==> config.mk <==
export PLATFORM = sky130hd
export DESIGN_NAME = mem_port_arbiter
export DESIGN_NICKNAME = d
export VERILOG_FILES = /design/src/rtl/mem_arb_pkg.sv /design/src/rtl/arb_wait_counter.sv /design/src/rtl/mem_port_arbiter.sv
export SDC_FILE = /design/constraint.sdc
export NUM_CORES = 1
export LEC_CHECK = 0
export ABC_CLOCK_PERIOD_IN_PS = 5400
export CAP_MARGIN = 10
export CORE_MARGIN = 2
export CORE_UTILIZATION = 44
export DETAILED_ROUTE_END_ITERATION = 10
export GPL_TIMING_DRIVEN = 0
export PLACE_DENSITY_LB_ADDON = 0.08
export SLEW_MARGIN = 20
export SYNTH_ARGS = -nofsm -noshare
export SYNTH_HDL_FRONTEND = slang
export SYNTH_SLANG_ARGS = --single-unit
==> constraint.sdc <==
create_clock -name clk -period 5.4 [get_ports clk]
set_input_delay 0.81 -clock clk [delete_from_list [all_inputs] [get_ports clk]]
set_output_delay 0.81 -clock clk [all_outputs]
set_load 0.005 [all_outputs]
==> src/rtl/mem_arb_pkg.sv <==
// Shared types and default widths for the IF/MEM unified-RAM port arbiter.
package mem_arb_pkg;

  localparam int unsigned ARB_ADDR_W       = 32;
  localparam int unsigned ARB_DATA_W       = 32;
  localparam int unsigned ARB_MEM_LATENCY  = 2;
  localparam int unsigned ARB_STARVE_LIMIT = 4;

  typedef enum logic [1:0] {
    IDLE,
    ISSUE,
    WAIT,
    RESP
  } arb_state_e;

  typedef enum logic [1:0] {
    GNT_NONE,
    GNT_IF,
    GNT_MEM
  } arb_gnt_e;

endpackage

==> src/rtl/arb_wait_counter.sv <==
// Loadable saturating down-counter with a zero flag; used for RAM latency
// and, when enabled, for IF starvation tracking.
module arb_wait_counter
  import mem_arb_pkg::*;
#(
  parameter int unsigned      WIDTH   = 2,
  parameter logic [WIDTH-1:0] RST_VAL = '0
) (
  input  logic             clk,
  input  logic             rst_n,
  input  logic             load_i,
  input  logic [WIDTH-1:0] load_val_i,
  input  logic             dec_i,
  output logic             zero_o
);

  logic [WIDTH-1:0] count_q, count_d;

  always_comb begin
    count_d = count_q;
    if (load_i) begin
      count_d = load_val_i;
    end else if (dec_i && (count_q != '0)) begin
      count_d = count_q - WIDTH'(1);
    end
  end

  always_ff @(posedge clk or negedge rst_n) begin
    if (!rst_n) begin
      count_q <= RST_VAL;
    end else begin
      count_q <= count_d;
    end
  end

  assign zero_o = (count_q == '0);

endmodule

==> src/rtl/mem_port_arbiter.sv <==
// Arbitrates IF and MEM stage access to one single-port synchronous RAM.
// Optional IF starvation guard: define ARB_STARVE_GUARD_EN.
module mem_port_arbiter
  import mem_arb_pkg::*;
#(
  parameter int unsigned ADDR_W       = ARB_ADDR_W,
  parameter int unsigned DATA_W       = ARB_DATA_W,
  parameter int unsigned MEM_LATENCY  = ARB_MEM_LATENCY,
  parameter int unsigned STARVE_LIMIT = ARB_STARVE_LIMIT
) (
  input  logic              clk,
  input  logic              rst_n,
  input  logic              if_req,
  input  logic [ADDR_W-1:0] if_addr,
  output logic [DATA_W-1:0] if_rdata,
  output logic              if_ready,
  input  logic              mem_rd,
  input  logic              mem_wr,
  input  logic [ADDR_W-1:0] mem_addr,
  input  logic [DATA_W-1:0] mem_wdata,
  output logic [DATA_W-1:0] mem_rdata,
  output logic              mem_ready,
  output logic              stall_if,
  output logic              stall_mem,
  output logic              ram_en,
  output logic              ram_we,
  output logic [ADDR_W-1:0] ram_addr,
  output logic [DATA_W-1:0] ram_wdata,
  input  logic [DATA_W-1:0] ram_rdata
);

  localparam int unsigned WAIT_W = $clog2(MEM_LATENCY + 1);

  arb_state_e        state_q, state_d;
  arb_gnt_e          gnt_q, gnt_d;
  logic              we_q, we_d;
  logic              ram_en_q, ram_en_d;
  logic              ram_we_q, ram_we_d;
  logic [ADDR_W-1:0] ram_addr_q, ram_addr_d;
  logic [DATA_W-1:0] ram_wdata_q, ram_wdata_d;
  logic [DATA_W-1:0] if_rdata_q, if_rdata_d;
  logic [DATA_W-1:0] mem_rdata_q, mem_rdata_d;
  logic              if_ready_q, if_ready_d;
  logic              mem_ready_q, mem_ready_d;

  logic mem_req;
  logic force_if;
  logic grant_if, grant_mem;
  logic wait_load, wait_dec, wait_zero;

  assign mem_req = mem_rd | mem_wr;

  // Counter is loaded on grant so it has already stepped once by the end of ISSUE.
  arb_wait_counter #(
    .WIDTH   (WAIT_W),
    .RST_VAL ('0)
  ) u_wait_cnt (
    .clk        (clk),
    .rst_n      (rst_n),
    .load_i     (wait_load),
    .load_val_i (WAIT_W'(MEM_LATENCY)),
    .dec_i      (wait_dec),
    .zero_o     (wait_zero)
  );

`ifdef ARB_STARVE_GUARD_EN
  localparam int unsigned STARVE_W = $clog2(STARVE_LIMIT + 1);

  logic starve_zero;

  arb_wait_counter #(
    .WIDTH   (STARVE_W),
    .RST_VAL (STARVE_W'(STARVE_LIMIT))
  ) u_starve_cnt (
    .clk        (clk),
    .rst_n      (rst_n),
    .load_i     (grant_if | (grant_mem & ~if_req)),
    .load_val_i (STARVE_W'(STARVE_LIMIT)),
    .dec_i      (grant_mem & if_req),
    .zero_o     (starve_zero)
  );

  assign force_if = starve_zero & if_req;
`else
  assign force_if = 1'b0;
`endif

  always_comb begin
    state_d     = state_q;
    gnt_d       = gnt_q;
    we_d        = we_q;
    ram_en_d    = 1'b0;
    ram_we_d    = 1'b0;
    ram_addr_d  = ram_addr_q;
    ram_wdata_d = ram_wdata_q;
    if_rdata_d  = if_rdata_q;
    mem_rdata_d = mem_rdata_q;
    if_ready_d  = 1'b0;
    mem_ready_d = 1'b0;
    grant_if    = 1'b0;
    grant_mem   = 1'b0;
    wait_load   = 1'b0;
    wait_dec    = 1'b0;

    unique case (state_q)
      IDLE: begin
        if (mem_req && !force_if) begin
          grant_mem = 1'b1;
        end else if (if_req) begin
          grant_if = 1'b1;
        end
        if (grant_mem || grant_if) begin
          state_d     = ISSUE;
          gnt_d       = grant_mem ? GNT_MEM : GNT_IF;
          we_d        = grant_mem & mem_wr;
          ram_en_d    = 1'b1;
          ram_we_d    = grant_mem & mem_wr;
          ram_addr_d  = grant_mem ? mem_addr : if_addr;
          ram_wdata_d = grant_mem ? mem_wdata : ram_wdata_q;
          wait_load   = 1'b1;
        end
      end
      ISSUE: begin
        wait_dec = 1'b1;
        state_d  = WAIT;
      end
      WAIT: begin
        if (wait_zero) begin
          state_d = RESP;
          if (gnt_q == GNT_IF) begin
            if_rdata_d = ram_rdata;
            if_ready_d = 1'b1;
          end else if (gnt_q == GNT_MEM) begin
            if (!we_q) begin
              mem_rdata_d = ram_rdata;
            end
            mem_ready_d = 1'b1;
          end
        end else begin
          wait_dec = 1'b1;
        end
      end
      RESP: begin
        state_d = IDLE;
        gnt_d   = GNT_NONE;
      end
      default: begin
        state_d = IDLE;
        gnt_d   = GNT_NONE;
      end
    endcase
  end

  always_ff @(posedge clk or negedge rst_n) begin
    if (!rst_n) begin
      state_q     <= IDLE;
      gnt_q       <= GNT_NONE;
      we_q        <= 1'b0;
      ram_en_q    <= 1'b0;
      ram_we_q    <= 1'b0;
      ram_addr_q  <= '0;
      ram_wdata_q <= '0;
      if_rdata_q  <= '0;
      mem_rdata_q <= '0;
      if_ready_q  <= 1'b0;
      mem_ready_q <= 1'b0;
    end else begin
      state_q     <= state_d;
      gnt_q       <= gnt_d;
      we_q        <= we_d;
      ram_en_q    <= ram_en_d;
      ram_we_q    <= ram_we_d;
      ram_addr_q  <= ram_addr_d;
      ram_wdata_q <= ram_wdata_d;
      if_rdata_q  <= if_rdata_d;
      mem_rdata_q <= mem_rdata_d;
      if_ready_q  <= if_ready_d;
      mem_ready_q <= mem_ready_d;
    end
  end

  assign ram_en    = ram_en_q;
  assign ram_we    = ram_we_q;
  assign ram_addr  = ram_addr_q;
  assign ram_wdata = ram_wdata_q;
  assign if_rdata  = if_rdata_q;
  assign if_ready  = if_ready_q;
  assign mem_rdata = mem_rdata_q;
  assign mem_ready = mem_ready_q;
  assign stall_if  = if_req & ~if_ready_q;
  assign stall_mem = mem_req & ~mem_ready_q;

  a_rd_wr_excl: assert property (@(posedge clk) disable iff (!rst_n) !(mem_rd && mem_wr));
  a_params:     assert property (@(posedge clk) (MEM_LATENCY >= 1) && (STARVE_LIMIT >= 1));

endmodule

==> reports/qor.txt, run 1 <==
most frequent cells in the layout = 264 x clkdlybuf4s50_1, 139 x dfrtp_1, 95 x mux2_2
leakage = 3.884 nW
worst skew pair latency = 0.42 ns
DP Worst Slack = 2.080 ns
Hold WS = 0.3065 ns
final core utilization = 72.26%
Worst Reg2Reg Path Length in Cells = 6
Post-synth ARST share = 100.0%
detail-routed via count per cell = 4.857
maximum clock insertion buffer count = 2
synthesis-to-layout area growth = 61.25%
share of post-route cells with drive strength above 1 = 21.13%
r2r setup slk = 3.32 ns
vias in the first global route = 4358
Final Cycle Share = 61.29%
worst slew pin tran = 0.4922 ns
CP Capture Point = stall_mem
post-layout net count = 817
CTS tree = built
final worst setup slack = 2.090 ns
post-synth cell types = 30
Worst setup SP type = input pin
via count = 4192
Root Buffer = clkbuf_16
Critical Path RT = 4.59 ns
DRT iter0 DRCs = 173
WL/cell = 17.36 um
detailed placer's ending HPWL = 11.21 mm
io pins = 267
non-filler instance count after layout = 863
Final Hold Fails = 0
GR Util All Layers = 22.03%
Initial Util = 44.81%
CP Cell Sequence = clkdlybuf4s50_1, nor2_4, buf_2, nor2_1, clkdlybuf4s50_1
CORE AREA = 12520 um2
diode count = 0
CP startpoint = mem_rd
Slew HR = 67.10%
first-pass GRT wire length = 22.47 mm
antenna-violating nets left = 0
IO buf count = 265
crit-path leading delay family = buffers and inverters
post-synthesis net count = 532
Reg-to-Reg End = mem_rdata[11]
CTS H-tree lvls = 4
max incr delay on CP = 0.53 ns
placed insts = 831
row count = 41
worst min path class = in2async
Synth area leader = dfrtp_1
Total Neg Setup Slack = 0 ns
critical path depth in cells = 5
fmax = 302.1 MHz
crit path DAT = 2.50 ns
Worst path slowest cell = clkdlybuf4s50_1
Synth Cell Area = 5609 um2
kind of critical path = in2out
critical path peak fanout = 10
Post-CTS Hold Buffers = 0
clock sinks = 139
Die H = 116.9 um
status = complete, no violations
Post-synth EDFFs = 0
most used cell, CP = clkdlybuf4s50_1
Seq/Total Area, Yosys = 62.01%
die area = 13670 um2
buffers plus inverters on the worst setup path = 3
post-cts sizing count = 0
cts bufs inserted = 17
Post-Synthesis Cells = 393
Worst-path clk slew = 0.06 ns
Worst setup EP type = primary output
largest net degree at the start of global routing = 83
drt first pass iters = 4
final setup fails = 0
grt ovf = 0
Pwr Density = 533.9 nW/um2
Yosys reg bits = 139
RSZ-0062 raised after global routing = false
VDD IR-drop max = 0.3055 mV
Die X = 116.9 um
Max Slew Vio Count = 0
top cells by area, synth = dfrtp_1 62%, mux2_2 19%, mux2i_1 5.7%, o21ai_0 2.9%, nand2_1 2.3%
Yosys warnings = 0
Layout Skew = 0.01084 ns
gpl congestion = 0.7770
RR Startpoint = state_q[0]
DRT Wirelength = 14.98 mm
initial antenna violation count = 0
Synth top area share = 62.01%
Post-synth top flop = dfrtp_1
DRC = 0
Final min period = 3.310 ns
Post-CTS Setup Bufs = 0
most common cell after layout, fill and taps aside = clkdlybuf4s50_1
Max Cap Violations = 0
Syn Area/Cell = 14.27 um2
## routing by layer
metal,vias to the layer above,global-route usage (%),wire [um]
li1,1951,-,-
met1,2041,24.27,5591
met2,170,37.50,7535
met3,30,8.599,1442
met4,0,10.51,411
met5,-,0,0
## power by group
part / internal, mW / switching, mW / leakage, nW / total, mW
clock network: 0.631 / 0.409 / 0.263 / 1.04
logic: 1.31 / 0.689 / 1.92 / 2.00
registers: 1.54 / 0.255 / 1.70 / 1.79
total: 3.48 / 1.35 / 3.88 / 4.83
## logic make-up after synthesis
logic type / Yosys count / share of synthesized area [%]
and+or+nand+nor: 47 / 4.261
muxes: 129 / 25.18
buffers and inverters: 27 / 2.721
DFF: 139 / 62.01
adders and majority gates: 6 / 1.338
AOI/OAI and AO/OA: 45 / 4.484
## per-stage QoR
stage               total power [mW]  area (um2)
finish                         4.829        9045
global placement               3.736        8477
CTS                            4.892        9045
floorplan                      2.529        5609
global route                   5.131        9045
detailed placement             3.827        8509
## registers in the layout (all words and copies together), names as in the netlist
signal	flops
state_q	2
ram_we	1
ram_wdata	32
if_rdata	32
ram_en	1
if_ready	1
ram_addr	32
mem_ready	1
mem_rdata	32
we_q	1
gnt_q	2
u_wait_cnt.count_q	2
## synthesized netlist by cell type, types with 3 or more instances
cell type and instances:
a21oi_1 3, buf_2 8, buf_4 5, buf_6 3, clkbuf_1 4, dfrtp_1 139, ha_1 6, inv_1 7
mux2_2 95, mux2i_1 32, nand2_1 34, o21ai_0 33
## worst min-delay path by stage
| stage | slack, ns | depth (start not counted) | endpoint |
|---|---|---|---|
| detailed placement | 0.47 | 2 | ram_addr[28] |
| global route | 0.33 | 1 | ram_wdata[8] |
| global placement | 0.47 | 2 | ram_addr[23] |
| finish | 0.31 | 1 | ram_wdata[8] |
| floorplan | 0.47 | 2 | ram_addr[22] |
| CTS | 0.31 | 1 | ram_wdata[18] |
## final cells by class
cell class / instances / area [um2]
Multi-Input combinational cell: 227 / 1978
Fill cell: 961 / 3472
Sequential cell: 139 / 3478
Clock buffer: 25 / 495.5
Timing Repair Buffer: 266 / 2685
Clock inverter: 7 / 40.04
Buffer: 20 / 126.4
Inverter: 7 / 26.28
Tap cell: 172 / 215.2
Note: power is estimated with default switching activity, not from simulation.
==> inputs of run 2 (changes only) <==
--- a/config.mk
+++ b/config.mk
@@ -5,10 +5,10 @@
 export SDC_FILE = /design/constraint.sdc
 export NUM_CORES = 1
 export LEC_CHECK = 0
-export ABC_CLOCK_PERIOD_IN_PS = 5400
+export ABC_CLOCK_PERIOD_IN_PS = 3350
 export CAP_MARGIN = 10
 export CORE_MARGIN = 2
-export CORE_UTILIZATION = 44
+export CORE_UTILIZATION = 41
 export DETAILED_ROUTE_END_ITERATION = 10
 export GPL_TIMING_DRIVEN = 0
 export PLACE_DENSITY_LB_ADDON = 0.08
==> constraint.sdc (replaced) <==
create_clock -name clk -period 3.35 [get_ports clk]
set_input_delay 0.5025 -clock clk [delete_from_list [all_inputs] [get_ports clk]]
set_output_delay 0.5025 -clock clk [all_outputs]
set_load 0.005 [all_outputs]
==> run 2 against run 1 <==
Flip-flop and latch count unchanged. Critical endpoint unchanged. Cell count is 0.46% higher. Critical path type unchanged. First-iteration DRC count decreased by 50%.
==> reports/qor.txt, run 2 (synthesized netlist as in run 1, its figures left out) <==
Final Hold Fails = 0 (unchanged)
switching power = 2.179 mW (+61%)
buffers plus inverters on the worst setup path = 3 (unchanged)
Reg power frac = 35.4% (-1.7 points)
VDD IR-drop max = 0.5011 mV (+64%)
CP Cell Sequence = clkdlybuf4s50_1, nor2_4, buf_2, nor2_1, clkdlybuf4s50_1
fmax = 369.8 MHz
first-pass GRT wire length = 22.75 mm (+1.3%)
Initial Util = 42.19% (-2.6 points)
RSZ-0062 raised after global routing = false
antenna-violating nets left = 0 (unchanged)
final core utilization = 69.01% (-3.3 points)
DRT iter0 DRCs = 87 (-50%)
synthesis-to-layout area growth = 63.57%
Worst-path clk slew = 0.06 ns (about the same)
vias in the first global route = 4564 (+4.7%)
Post-CTS Hold Buffers = 0 (unchanged)
Max Cap Violations = 0 (unchanged)
CTS tree = built
worst skew pair latency = 0.41 ns (about the same)
GR Util All Layers = 20.23% (-1.8 points)
initial antenna violation count = 0 (unchanged)
CP startpoint = mem_rd
crit-path leading delay family = buffers and inverters
cts bufs inserted = 17 (unchanged)
via count = 4189 (-0.072%)
Critical Path RT = 2.85 ns (-1.74 ns)
Slew HR = 63.68% (-3.4 points)
WL/cell = 16.65 um (-4.1%)
Max Slew Vio Count = 0 (unchanged)
row count = 42 (+2.4%)
clock power share = 25.3% (+3.8 points)
share of post-route cells with drive strength above 1 = 21.56% (+0.43 points)
io pins = 267 (unchanged)
final setup fails = 0 (unchanged)
detailed placer's ending HPWL = 11.08 mm (-1.1%)
clock sinks = 139 (unchanged)
worst slew pin tran = 0.5448 ns (+0.05258 ns)
Final Cycle Share = 80.73%
crit path DAT = 2.20 ns (-0.30 ns)
maximum clock insertion buffer count = 2 (unchanged)
post-layout net count = 817 (unchanged)
status = complete, no violations
detail-routed via count per cell = 4.832 (-0.53%)
Final min period = 2.704 ns
Comb pwr share = 39.3% (-2.0 points)
post-cts sizing count = 0 (unchanged)
die area = 14630 um2 (+7.1%)
RR Startpoint = state_q[0]
DRT Wirelength = 14.43 mm (-3.7%)
switch share = 26.77% (-1.3 points)
DRC = 0 (unchanged)
diode count = 0 (unchanged)
worst min path class = in2async
Pint = 5.961 mW (+72%)
most used cell, CP = clkdlybuf4s50_1
max incr delay on CP = 0.53 ns (about the same)
grt ovf = 0 (unchanged)
leakage = 3.944 nW (+1.6%)
Design Power = 8.140 mW (+69%)
most common cell after layout, fill and taps aside = clkdlybuf4s50_1
Worst path slowest cell = clkdlybuf4s50_1
Layout Skew = 0.005484 ns (-0.005357 ns)
drt first pass iters = 4 (unchanged)
CORE AREA = 13300 um2 (+6.2%)
largest net degree at the start of global routing = 72 (-13%)
IO buf count = 265 (unchanged)
Worst setup EP type = primary output
Die X = 121.0 um (+3.5%)
gpl congestion = 0.7776 (about the same)
Pwr Density = 887.2 nW/um2 (+66%)
Post-CTS Setup Bufs = 0 (unchanged)
most frequent cells in the layout = 264 x clkdlybuf4s50_1, 139 x dfrtp_1, 95 x mux2_2
kind of critical path = in2out
Worst setup SP type = input pin
Root Buffer = clkbuf_16
Die H = 121.0 um (+3.5%)
CTS H-tree lvls = 4 (unchanged)
critical path peak fanout = 10 (unchanged)
## run 2: changes by cell type in the layout (fill, tap and decap cells not counted)
cell,previous run,this run
bufinv_16,0,5
clkbuf_1,8,5
clkinv_2,5,3
clkinv_4,0,2
clkbuf_8,4,3
clkinvlp_4,2,1
## run 2: worst reg2reg max path: cells and delay by family (launching register included)
family | cells | cell delay [ns]
adder cells (fa/ha/maj) | 1 | 0.25
buffers and inverters | 2 | 0.36
multiplexers | 1 | 0.35
AND/OR/NAND/NOR | 2 | 0.60
flip-flops | 1 | 0.41
## run 2: layer usage
layer	routed length (um)	share of wire [%]	vias up	GRT usage, %
met5	0	0	-	0
met4	352	2.4	0	9.012
met3	1351	9.4	31	6.720
met2	7235	50	169	35.11
met1	5494	38	2044	22.51
li1	-	-	1945	-
## run 2: path summary, 6_finish.rpt
path                                  to  slack (ns)  cells after the start
min in group clk            ram_addr[24]        0.48                      2
min                        ram_wdata[29]        0.02                      1
min reg2reg                 ram_addr[24]        0.48                      2
max                            stall_mem        0.65                      5
max reg2reg                mem_rdata[28]        1.27                      6
max in group asynchronous   ram_wdata[4]        2.61                      2
## run 2: cell type report
cell class                 instances  area, um2
fill                             964       4120
sequential                       139       3478
timing repair buffer             266       2685
multi-input combinational        227       1978
clock buffer                      21      470.5
tap                              176      220.2
clock inverter                    11      190.2
buffer                            20      126.4
inverter                           7      26.28
## run 2: through the flow
step / TNS [ns] / instance area, um2 / setup WS [ns] / cells / hold slack (ns)
3_3_place_gp: -504.55 / 8482 / -3.637 / 834 / 0.4658
5_1_grt: 0 / 9175 / 0.5344 / 867 / 0.07905
2_1_floorplan: 0 / 5609 / 1.534 / 393 / 0.2069
3_5_place_dp: 0 / 8514 / 0.6312 / 835 / 0.4697
4_1_cts: 0 / 9175 / 0.6297 / 867 / 0.04815
6_report: 0 / 9175 / 0.6457 / 867 / 0.01979
## run 2: power by group through the flow
stage               Sequential (mW)  Combinational, mW  Clock [mW]
finish                         2.89               3.20        2.06
CTS                            2.89               3.26        2.11
floorplan                      2.94               1.13           0
global placement               2.86               3.17           0
detailed placement             2.92               3.24           0
global route                   2.99               3.47        2.17
==> inputs of run 3 (changes only) <==
--- a/config.mk
+++ b/config.mk
@@ -5,10 +5,10 @@
 export SDC_FILE = /design/constraint.sdc
 export NUM_CORES = 1
 export LEC_CHECK = 0
-export ABC_CLOCK_PERIOD_IN_PS = 3350
+export ABC_CLOCK_PERIOD_IN_PS = 2400
 export CAP_MARGIN = 10
 export CORE_MARGIN = 2
-export CORE_UTILIZATION = 41
+export CORE_UTILIZATION = 37
 export DETAILED_ROUTE_END_ITERATION = 10
 export GPL_TIMING_DRIVEN = 0
 export PLACE_DENSITY_LB_ADDON = 0.08
==> constraint.sdc (replaced) <==
create_clock -name clk -period 2.4 [get_ports clk]
set_input_delay 0.36 -clock clk [delete_from_list [all_inputs] [get_ports clk]]
set_output_delay 0.36 -clock clk [all_outputs]
set_load 0.005 [all_outputs]
==> run 3 against run 2 <==
Register-to-register slack got worse by 0.93 ns. Clock skew increased by 0.0011 ns. Global-route usage decreased by 1.9 points. Hold slack improved by 0.37 ns. Non-clock buffer count increased by 1. Total power increased by 35%. Sequential power increased by 39%. Clock-buffer cell count increased by 5. Sequential share of layout area increased by 0.20 points. Wire length increased by 0.68%. Largest power group unchanged.
==> reports/qor.txt, run 3 (synthesized netlist as in run 1, its figures left out) <==
DRT Wirelength = 14.53 mm (+0.68%)
share of post-route cells with drive strength above 1 = 20.95% (-0.61 points)
worst min path class = in2reg
antenna-violating nets left = 0 (unchanged)
CORE AREA = 15030 um2 (+13%)
worst slew pin tran = 0.5047 ns (-0.04005 ns)
Die X = 127.1 um (+5.1%)
worst skew pair latency = 0.41 ns (about the same)
CTS H-tree lvls = 4 (unchanged)
VDD IR-drop max = 0.5281 mV (+5.4%)
Worst setup SP type = input pin
status = complete, no violations
Worst path slowest cell = clkdlybuf4s50_1
most common cell after layout, fill and taps aside = clkdlybuf4s50_1
gpl congestion = 0.7120 (-8.4%)
buffers plus inverters on the worst setup path = 3 (unchanged)
cts bufs inserted = 17 (unchanged)
Max Cap Violations = 0 (unchanged)
final core utilization = 60.71% (-8.3 points)
critical path peak fanout = 10 (unchanged)
initial antenna violation count = 0 (unchanged)
Worst setup EP type = primary output
grt ovf = 0 (unchanged)
leakage = 3.906 nW (-0.96%)
Initial Util = 37.31% (-4.9 points)
via count = 4145 (-1.1%)
fmax = 431.0 MHz
Critical Path RT = 2.04 ns (-0.81 ns)
final worst setup slack = 0.07969 ns (-0.5660 ns)
GR Util All Layers = 18.30% (-1.9 points)
detail-routed via count per cell = 4.710 (-2.5%)
Final min period = 2.320 ns
max incr delay on CP = 0.53 ns (about the same)
CTS tree = built
WL/cell = 16.51 um (-0.81%)
final setup fails = 0 (unchanged)
die area = 16160 um2 (+10%)
Total Neg Setup Slack = 0 ns (unchanged)
IO buf count = 265 (unchanged)
FILL cells = 1181 (+23%)
Hold WS = 0.3889 ns (+0.3691 ns)
vias in the first global route = 4353 (-4.6%)
Worst-path clk slew = 0.05 ns (about the same)
largest net degree at the start of global routing = 76 (+5.6%)
crit path DAT = 1.96 ns (-0.24 ns)
Slew HR = 66.35% (+2.7 points)
clock sinks = 139 (unchanged)
post-layout net count = 818 (+0.12%)
crit-path leading delay family = buffers and inverters
maximum clock insertion buffer count = 2 (unchanged)
kind of critical path = in2out
synthesis-to-layout area growth = 62.70%
Pwr Density = 1207 nW/um2 (+36%)
RSZ-0062 raised after global routing = false
most used cell, CP = clkdlybuf4s50_1
DRC = 0 (unchanged)
first-pass GRT wire length = 22.87 mm (+0.51%)
DP Worst Slack = -0.03490 ns (-0.6661 ns)
Layout Skew = 0.006578 ns (+0.001094 ns)
io pins = 267 (unchanged)
detailed placer's ending HPWL = 11.05 mm (-0.28%)
Root Buffer = clkbuf_16
Final Cycle Share = 96.68%
diode count = 0 (unchanged)
DRT iter0 DRCs = 133 (+53%)
CP Cell Sequence = clkdlybuf4s50_1, nor2_4, buf_4, nor2_1, clkdlybuf4s50_1
Die H = 127.1 um (+5.1%)
Final Hold Fails = 0 (unchanged)
row count = 45 (+7.1%)
drt first pass iters = 4 (unchanged)
r2r setup slk = 0.34 ns (-0.93 ns)
Max Slew Vio Count = 0 (unchanged)
most frequent cells in the layout = 264 x clkdlybuf4s50_1, 139 x dfrtp_1, 95 x mux2_2
[run 3: cell types whose count changed in the layout (fill, tap and decap cells not counted), sizes merged]
cell         change
clkinvlp         +1
clkbuf           +5
clkinv           -3
bufinv           -3
dlygate4sd3      +1
[run 3: final timing paths]
path                                   start             to  cells after the start
worst max-delay path                  mem_rd      stall_mem                      5
worst min-delay path                  mem_wr         ram_we                      2
worst max register to register    state_q[0]  mem_rdata[13]                      6
worst min register to register  ram_addr[31]   ram_addr[31]                      2
max in group asynchronous              rst_n   ram_wdata[1]                      3
min in group asynchronous              rst_n  ram_wdata[13]                      2
[run 3: per-layer routing]
layer / part of all wire (%) / global-route usage (%) / vias up
li1: - / - / 1951
met1: 40 / 21.01 / 2018
met2: 50 / 30.99 / 165
met3: 8.9 / 7.747 / 11
met4: 1.3 / 6.076 / 0
met5: 0 / 0 / -
[run 3: repair_timing]
item	4_1_cts	5_1_grt
hold buffers	1	0
endpoints found under the hold margin	64	0
endpoints found under the setup margin	1	0
setup buffers	0	0
resized for setup	1	0
[run 3: cell type report]
cell class / count / area [um2] / share of cell area [%]
plain buffers: 20 / 128.9 / 1.412
clock buffers: 26 / 499.2 / 5.470
clock inverters: 6 / 85.08 / 0.9323
inverters: 7 / 26.28 / 0.2879
multi-input cells: 227 / 1978 / 21.68
flip-flops and latches: 139 / 3478 / 38.11
well taps: 188 / 235.2 / 2.577
repair buffers: 267 / 2695 / 29.53
[run 3: through the flow]
step                      instance area (um2)  instances  power, mW
after detailed placement                 8529        847      8.589
after CTS                                9126        880      11.20
after global routing                     9126        880      11.78
after floorplan                          5609        393      5.691
after global placement                   8497        846      8.441
final                                    9126        880      11.02
[run 3: where the power goes]
part           leakage [nW]  total (mW)  internal, mW  switching (mW)
combinational          1.93        4.46          2.94            1.52
sequential             1.70        4.01          3.46           0.553
clock                 0.281        2.55          1.64           0.908
total                  3.91        11.0          8.04            2.98
